<file path="src/rtl/rnn_mem_arb_if.sv">
// Bus bundle between the RNN requesters (weight-fetch, hidden-state) and the
// single-port memory; the arbiter takes the slave side.
interface rnn_mem_arb_if;
    logic        wf_req;
    logic        wf_wr;
    logic        wf_lock;
    logic [2:0]  wf_sel;
    logic [16:0] wf_addr;
    logic [19:0] wf_wdata;
    logic        wf_gnt;
    logic        wf_rvalid;

    logic        hs_req;
    logic        hs_wr;
    logic        hs_lock;
    logic [2:0]  hs_sel;
    logic [16:0] hs_addr;
    logic [19:0] hs_wdata;
    logic        hs_gnt;
    logic        hs_rvalid;

    logic [19:0] rdata;
    logic        mce;
    logic [16:0] maddr;
    logic [2:0]  msel;
    logic [19:0] mdata_w;
    logic [19:0] mdata_r;

    // A request is accepted in the cycle where x_req and x_gnt are both high;
    // x_gnt is combinational and x_rvalid is a single-cycle strobe (no ready).
    modport slave (
        input  wf_req, wf_wr, wf_lock, wf_sel, wf_addr, wf_wdata,
        input  hs_req, hs_wr, hs_lock, hs_sel, hs_addr, hs_wdata,
        input  mdata_r,
        output wf_gnt, wf_rvalid, hs_gnt, hs_rvalid,
        output rdata, mce, maddr, msel, mdata_w
    );

    modport master (
        output wf_req, wf_wr, wf_lock, wf_sel, wf_addr, wf_wdata,
        output hs_req, hs_wr, hs_lock, hs_sel, hs_addr, hs_wdata,
        output mdata_r,
        input  wf_gnt, wf_rvalid, hs_gnt, hs_rvalid,
        input  rdata, mce, maddr, msel, mdata_w
    );
endinterface

</file>
<file path="src/rtl/rnn_mem_arb.sv">
// Two-requester round-robin memory arbiter with lock bursts and a 2-stage read return pipe.
// Optional macro RNN_MEM_ARB_WPRIO_EN: on contention a write beats a read.
module rnn_mem_arb (
    input  logic         clk,
    input  logic         reset,
    rnn_mem_arb_if.slave bus
);
    localparam logic       SIDE_WF  = 1'b0;
    localparam logic       SIDE_HS  = 1'b1;
    localparam logic [6:0] LOCK_MAX = 7'd64;

    logic        last_q, last_d;
    logic [6:0]  lock_cnt_q, lock_cnt_d;
    logic        mce_q;
    logic [16:0] maddr_q;
    logic [2:0]  msel_q;
    logic [19:0] mdata_w_q;
    logic [1:0]  pipe_v_q;
    logic [1:0]  pipe_own_q;

    logic wf_hold, hs_hold;
    logic pick, any_gnt, pick_lock, pick_wr;

    always_comb begin
        wf_hold = (last_q == SIDE_WF) && bus.wf_lock && bus.wf_req && (lock_cnt_q < LOCK_MAX);
        hs_hold = (last_q == SIDE_HS) && bus.hs_lock && bus.hs_req && (lock_cnt_q < LOCK_MAX);
        pick    = SIDE_WF;
        if (bus.wf_req && bus.hs_req) begin
            // A live lock keeps the last winner; otherwise (including an exhausted lock) the other side goes.
            if (wf_hold || hs_hold)
                pick = last_q;
            else
                pick = ~last_q;
`ifdef RNN_MEM_ARB_WPRIO_EN
            if (bus.wf_wr != bus.hs_wr)
                pick = bus.hs_wr ? SIDE_HS : SIDE_WF;
`endif
        end else if (bus.hs_req) begin
            pick = SIDE_HS;
        end
        any_gnt   = (bus.wf_req || bus.hs_req) && reset;
        pick_lock = (pick == SIDE_HS) ? bus.hs_lock : bus.wf_lock;
        pick_wr   = (pick == SIDE_HS) ? bus.hs_wr   : bus.wf_wr;

        lock_cnt_d = 7'd0;
        if (any_gnt && pick_lock) begin
            if (pick != last_q)
                lock_cnt_d = 7'd1;
            else if (lock_cnt_q < LOCK_MAX)
                lock_cnt_d = lock_cnt_q + 7'd1;
            else
                lock_cnt_d = lock_cnt_q;
        end
        last_d = any_gnt ? pick : last_q;
    end

    always_ff @(posedge clk) begin
        if (!reset) begin
            last_q     <= SIDE_HS;
            lock_cnt_q <= 7'd0;
            mce_q      <= 1'b0;
            maddr_q    <= 17'd0;
            msel_q     <= 3'd0;
            mdata_w_q  <= 20'd0;
            pipe_v_q   <= 2'b00;
            pipe_own_q <= 2'b00;
        end else begin
            last_q     <= last_d;
            lock_cnt_q <= lock_cnt_d;
            mce_q      <= any_gnt;
            if (any_gnt) begin
                maddr_q   <= (pick == SIDE_HS) ? bus.hs_addr  : bus.wf_addr;
                msel_q    <= (pick == SIDE_HS) ? bus.hs_sel   : bus.wf_sel;
                mdata_w_q <= (pick == SIDE_HS) ? bus.hs_wdata : bus.wf_wdata;
            end
            pipe_v_q   <= {pipe_v_q[0], any_gnt && !pick_wr};
            pipe_own_q <= {pipe_own_q[0], pick};
        end
    end

    assign bus.wf_gnt    = any_gnt && (pick == SIDE_WF);
    assign bus.hs_gnt    = any_gnt && (pick == SIDE_HS);
    assign bus.wf_rvalid = reset && pipe_v_q[1] && (pipe_own_q[1] == SIDE_WF);
    assign bus.hs_rvalid = reset && pipe_v_q[1] && (pipe_own_q[1] == SIDE_HS);
    assign bus.rdata     = bus.mdata_r;
    assign bus.mce       = mce_q;
    assign bus.maddr     = maddr_q;
    assign bus.msel      = msel_q;
    assign bus.mdata_w   = mdata_w_q;
endmodule

</file>
<file path="src/flat_wrapper.sv">
// flat-port wrapper written by rule: the top's interface ports become plain ports
module rnn_mem_arb_flat 
  (clk, reset, bus_wf_req, bus_wf_wr, bus_wf_lock, bus_wf_sel, bus_wf_addr, bus_wf_wdata, bus_hs_req, bus_hs_wr, bus_hs_lock, bus_hs_sel, bus_hs_addr, bus_hs_wdata, bus_mdata_r, bus_wf_gnt, bus_wf_rvalid, bus_hs_gnt, bus_hs_rvalid, bus_rdata, bus_mce, bus_maddr, bus_msel, bus_mdata_w);
  rnn_mem_arb_if bus_i ();
  input  logic clk;
  input  logic reset;
  input wire logic [$bits(bus_i.wf_req)-1:0] bus_wf_req;
  input wire logic [$bits(bus_i.wf_wr)-1:0] bus_wf_wr;
  input wire logic [$bits(bus_i.wf_lock)-1:0] bus_wf_lock;
  input wire logic [$bits(bus_i.wf_sel)-1:0] bus_wf_sel;
  input wire logic [$bits(bus_i.wf_addr)-1:0] bus_wf_addr;
  input wire logic [$bits(bus_i.wf_wdata)-1:0] bus_wf_wdata;
  input wire logic [$bits(bus_i.hs_req)-1:0] bus_hs_req;
  input wire logic [$bits(bus_i.hs_wr)-1:0] bus_hs_wr;
  input wire logic [$bits(bus_i.hs_lock)-1:0] bus_hs_lock;
  input wire logic [$bits(bus_i.hs_sel)-1:0] bus_hs_sel;
  input wire logic [$bits(bus_i.hs_addr)-1:0] bus_hs_addr;
  input wire logic [$bits(bus_i.hs_wdata)-1:0] bus_hs_wdata;
  input wire logic [$bits(bus_i.mdata_r)-1:0] bus_mdata_r;
  output wire logic [$bits(bus_i.wf_gnt)-1:0] bus_wf_gnt;
  output wire logic [$bits(bus_i.wf_rvalid)-1:0] bus_wf_rvalid;
  output wire logic [$bits(bus_i.hs_gnt)-1:0] bus_hs_gnt;
  output wire logic [$bits(bus_i.hs_rvalid)-1:0] bus_hs_rvalid;
  output wire logic [$bits(bus_i.rdata)-1:0] bus_rdata;
  output wire logic [$bits(bus_i.mce)-1:0] bus_mce;
  output wire logic [$bits(bus_i.maddr)-1:0] bus_maddr;
  output wire logic [$bits(bus_i.msel)-1:0] bus_msel;
  output wire logic [$bits(bus_i.mdata_w)-1:0] bus_mdata_w;
  assign bus_i.wf_req = bus_wf_req;
  assign bus_i.wf_wr = bus_wf_wr;
  assign bus_i.wf_lock = bus_wf_lock;
  assign bus_i.wf_sel = bus_wf_sel;
  assign bus_i.wf_addr = bus_wf_addr;
  assign bus_i.wf_wdata = bus_wf_wdata;
  assign bus_i.hs_req = bus_hs_req;
  assign bus_i.hs_wr = bus_hs_wr;
  assign bus_i.hs_lock = bus_hs_lock;
  assign bus_i.hs_sel = bus_hs_sel;
  assign bus_i.hs_addr = bus_hs_addr;
  assign bus_i.hs_wdata = bus_hs_wdata;
  assign bus_i.mdata_r = bus_mdata_r;
  assign bus_wf_gnt = bus_i.wf_gnt;
  assign bus_wf_rvalid = bus_i.wf_rvalid;
  assign bus_hs_gnt = bus_i.hs_gnt;
  assign bus_hs_rvalid = bus_i.hs_rvalid;
  assign bus_rdata = bus_i.rdata;
  assign bus_mce = bus_i.mce;
  assign bus_maddr = bus_i.maddr;
  assign bus_msel = bus_i.msel;
  assign bus_mdata_w = bus_i.mdata_w;
  rnn_mem_arb u_core (.clk(clk), .reset(reset), .bus(bus_i));
endmodule
</file>
<file path="config.mk">
export PLATFORM = sky130hd
export DESIGN_NAME = rnn_mem_arb_flat
export DESIGN_NICKNAME = d
export VERILOG_FILES = /design/src/rtl/rnn_mem_arb_if.sv /design/src/rtl/rnn_mem_arb.sv /design/src/flat_wrapper.sv
export SDC_FILE = /design/constraint.sdc
export NUM_CORES = 1
export LEC_CHECK = 0
export CAP_MARGIN = 25
export CORE_UTILIZATION = 30
export DETAILED_ROUTE_END_ITERATION = 10
export SLEW_MARGIN = 20
export SYNTH_ARGS = -nofsm -noshare
export SYNTH_HDL_FRONTEND = slang
export SYNTH_SLANG_ARGS = --single-unit
</file>
<file path="constraint.sdc">
create_clock -name clk -period 1.9 [get_ports clk]
set_clock_uncertainty 0.2 [all_clocks]
set_input_delay 0.19 -clock clk [delete_from_list [all_inputs] [get_ports clk]]
set_output_delay 0.19 -clock clk [all_outputs]
set_load 0.05 [all_outputs]
</file>
==> key figures <==
Synth
  • Ys flop type: dfxtp_1
  • Synth top area cells: dfxtp_1 (29%), o41ai_2 (16%), a211oi_1 (8.4%)
  • Top cells by count, synth: dfxtp_1 (53), a21oi_1 (46), nand2_1 (43)
  • Main combinational cell family by area after synthesis: compound AO/OA/AOI/OAI gates
  • Fraction of registers with async set/reset: 0%
  • Synth Area in Adders: 0.340%
  • Yosys reg bits: 53
  • Post-synth cell types: 40
  • Syn Inst Count: 413
  • Post-Synth Simple-Gate Area: 24.0%
  • Post-synthesis mux area share: 0.272%
  • Cell Area, Synth: 3680 µm²
  • Synth Area in Compound Gates: 34.4%
  • XOR/XNOR share of the synthesized area: 1.19%
  • Post-synthesis sequential area ratio: 28.9%
  • Syn Area/Cell: 8.90 µm²
  • Share of the synthesized area in the top cell type: 28.9%
  • Synth warn: 0
  • EDFF count, synth: 0
  • Synth area leader: dfxtp_1
  • Most common cell in the netlist: dfxtp_1
  • Syn Nets: 522

Floorplanning
  • Core Box Area: 12000 µm²
  • Io pins: 173
  • Initial core utilization: 30.7%
  • DIE HEIGHT: 113 µm
  • Die Wd: 113 µm
  • Total Die Area: 12700 µm²
  • Cell row count: 40

Final layout
  • Diode count: 0
  • Nets: 626
  • Share of layout cells above drive strength 1: 19.0%
  • Layout area overhead: 43.8%
  • Post-layout util: 44.2%

Timing
  • Final worst slack: 0.0200 ns
  • Final period utilization: 98.9%
  • Setup TNS Final: 0 ns
  • RSZ-0062 raised after global routing: yes
  • Count of final setup violators: 0
  • Max frequency: 0.532 GHz
  • Final Critical Period: 1.88 ns
  • Max-slew violation count: 0
  • Worst Max-Slew Pin Slew: 0.533 ns
  • Worst slew margin: 64.4%
  • Count of final hold-check violations: 0

Detailed routing
  • Met3 WL post-DR: 668 µm
  • Initial drt markers: 224
  • Met2 WL: 5390 µm
  • ANT nets after route: 0
  • M1 WL: 4870 µm
  • Top Metal Used: met4
  • Routed WL: 11000 µm
  • DR WL/cell: 16.6 µm
  • Vias per cell: 5.39
  • Vias: 3578
  • DRC violations left: 0
  • TritonRoute pass-1 iters: 4

Clock tree
  • CTS H-tree lvls: 2
  • CTS root buf: clkbuf_16
  • CTS tree: done
  • Clock latency on the worst-skew pair: 0.29 ns
  • Hold buffers post-CTS: 0
  • Worst-path clk slew: 0.07 ns
  • CTS sink count: 53
  • CTS max path bufs: 2
  • TritonCTS Buffers: 5

Placement
  • Setup WS pre-CTS: -0.190 ns
  • # port buffers: 132
  • Detailed placement HPWL: 7680 µm
  • RD Place Congestion: 0.768

Power
  • Lkg Pwr: 1.97 nW
  • IR drop worst, VDD: 0.000375 V
  • Pwr dens: 675 nW/µm²

GRT
  • Vias in the first global route: 3723
  • Pin count of the biggest net entering global routing: 37
  • Total grt overflow: 0
  • Initial antenna violation count: 0
  • Total global routing track utilization: 17.3%
  • First-pass GRT wire length: 18000 µm

Min path
  • Hold Path End: u_core.bus.mdata_w[14]$_SDFFE_PN0P_
  • Hold Crit Start: bus_hs_req
  • Worst Hold Path Cells: 3
  • Hold crit path type: in -> reg

Critical path
  • Worst setup path startpoint: u_core.lock_cnt_q[6]$_SDFFE_PP0N_
  • Reg2reg start: u_core.lock_cnt_q[6]$_SDFFE_PP0N_
  • Setup crit end kind: output pin
  • Critical Path RT: 1.51 ns
  • Flop-to-flop setup slack: 0.08 ns
  • Critical path class: reg -> out
  • Worst setup SP type: flop
  • Crit-path max FO: 3
  • FF-to-FF path depth: 6
  • WP data arrival: 1.49 ns
  • Reg2reg end: u_core.bus.maddr[4]$_SDFFE_PN0P_

Job
  • Max-cap viol count: 0

Run status
  • Status: finished clean
## routing by layer
| metal | GRT usage [%] | vias up |
|---|---|---|
| met5 | 0 | - |
| met1 | 20.5 | 1718 |
| met3 | 3.70 | 17 |
| met4 | 5.33 | 0 |
| met2 | 31.1 | 125 |
| li1 | - | 1718 |
## kinds of logic after synthesis
| kind of cell | after synthesis |
|---|---|
| AND/OR/NAND/NOR | 150 |
| multiplexers | 1 |
| buffers and inverters | 66 |
| AO/OA/AOI/OAI | 137 |
| flip-flops | 53 |
| XOR/XNOR | 5 |
| adder cells (fa/ha/maj) | 1 |
## state kept, by name, indices dropped and copies added (netlist names)
register / cells
u_core.bus.mdata_w: 20
u_core.bus.maddr: 17
u_core.lock_cnt_q: 7
u_core.bus.msel: 3
u_core.pipe_own_q: 2
u_core.pipe_v_q: 2
u_core.bus.mce: 1
u_core.last_q: 1
## critical path: stages, from the launching register on
cell      delay (ns)
dfxtp_4         0.35
nand2b_4        0.16
a22o_4          0.25
buf_6           0.12
a21oi_4         0.16
buf_12          0.15
## stage by stage
step | instances | hold WS, ns | instance area (µm²) | power (mW)
finish | 664 | 0.157 | 5290 | 3.57
global route | 664 | 0.179 | 5290 | 3.73
CTS | 663 | 0.123 | 5270 | 3.62
detailed placement | 655 | 0.180 | 5090 | 2.55
global placement | 655 | 0.180 | 5090 | 2.53
floorplan | 413 | 0.0631 | 3700 | 2.15
## power by group
group	internal [mW]	leakage (nW)	switching (mW)
registers	1.20	0.440	0.0553
logic	0.555	1.45	0.715
clock network	0.614	0.0797	0.429
## how the worst max path moves through the flow
stage	end	slack, ns	cells after the start
6_report	bus_hs_gnt	0.02	5
5_1_grt	bus_wf_gnt	-0.01	5
4_1_cts	bus_hs_gnt	0.003	5
3_5_place_dp	u_core.bus.mdata_w[15]$_SDFFE_PN0P_	-0.19	6
3_3_place_gp	u_core.bus.mdata_w[15]$_SDFFE_PN0P_	-0.13	6
2_1_floorplan	bus_hs_gnt	0.09	6
## timing repair
action                                  in CTS  in global routing
buffers inserted                             2                  1
cloned                                       0                  0
hold endpoints to repair                     0                  0
endpoints found under the setup margin       3                  2
pin swaps                                    5                  1
gates resized for setup                      7                  3
## cell type report
cell class,instances,area (µm²)
fill,1169,6680
multi-input combinational,294,2260
timing repair buffer,160,1600
sequential,53,1070
tap,147,184
clock buffer,5,125
clock inverter,2,35.0
inverter,3,11.3
## placed cells by master, fill, tap and decap left out, types with 2 or more instances in the layout
cell type        instances
xnor2_1                  2
buf_2                    2
nor2_1                  10
xor2_1                   3
buf_12                   8
dfxtp_4                  2
nand3_1                  3
nor2b_1                  7
inv_1                    2
and2_1                  37
dfxtp_1                 51
o41ai_2                 37
nor3b_1                 36
a21oi_1                 45
and3_1                   4
clkbuf_16                5
buf_4                   28
dlygate4sd2_1            2
nand2_1                 43
o41ai_1                  3
a211oi_1                40
nor3b_2                  4
clkdlybuf4s50_1        118
No activity file was read; power rests on OpenSTA's default activity.
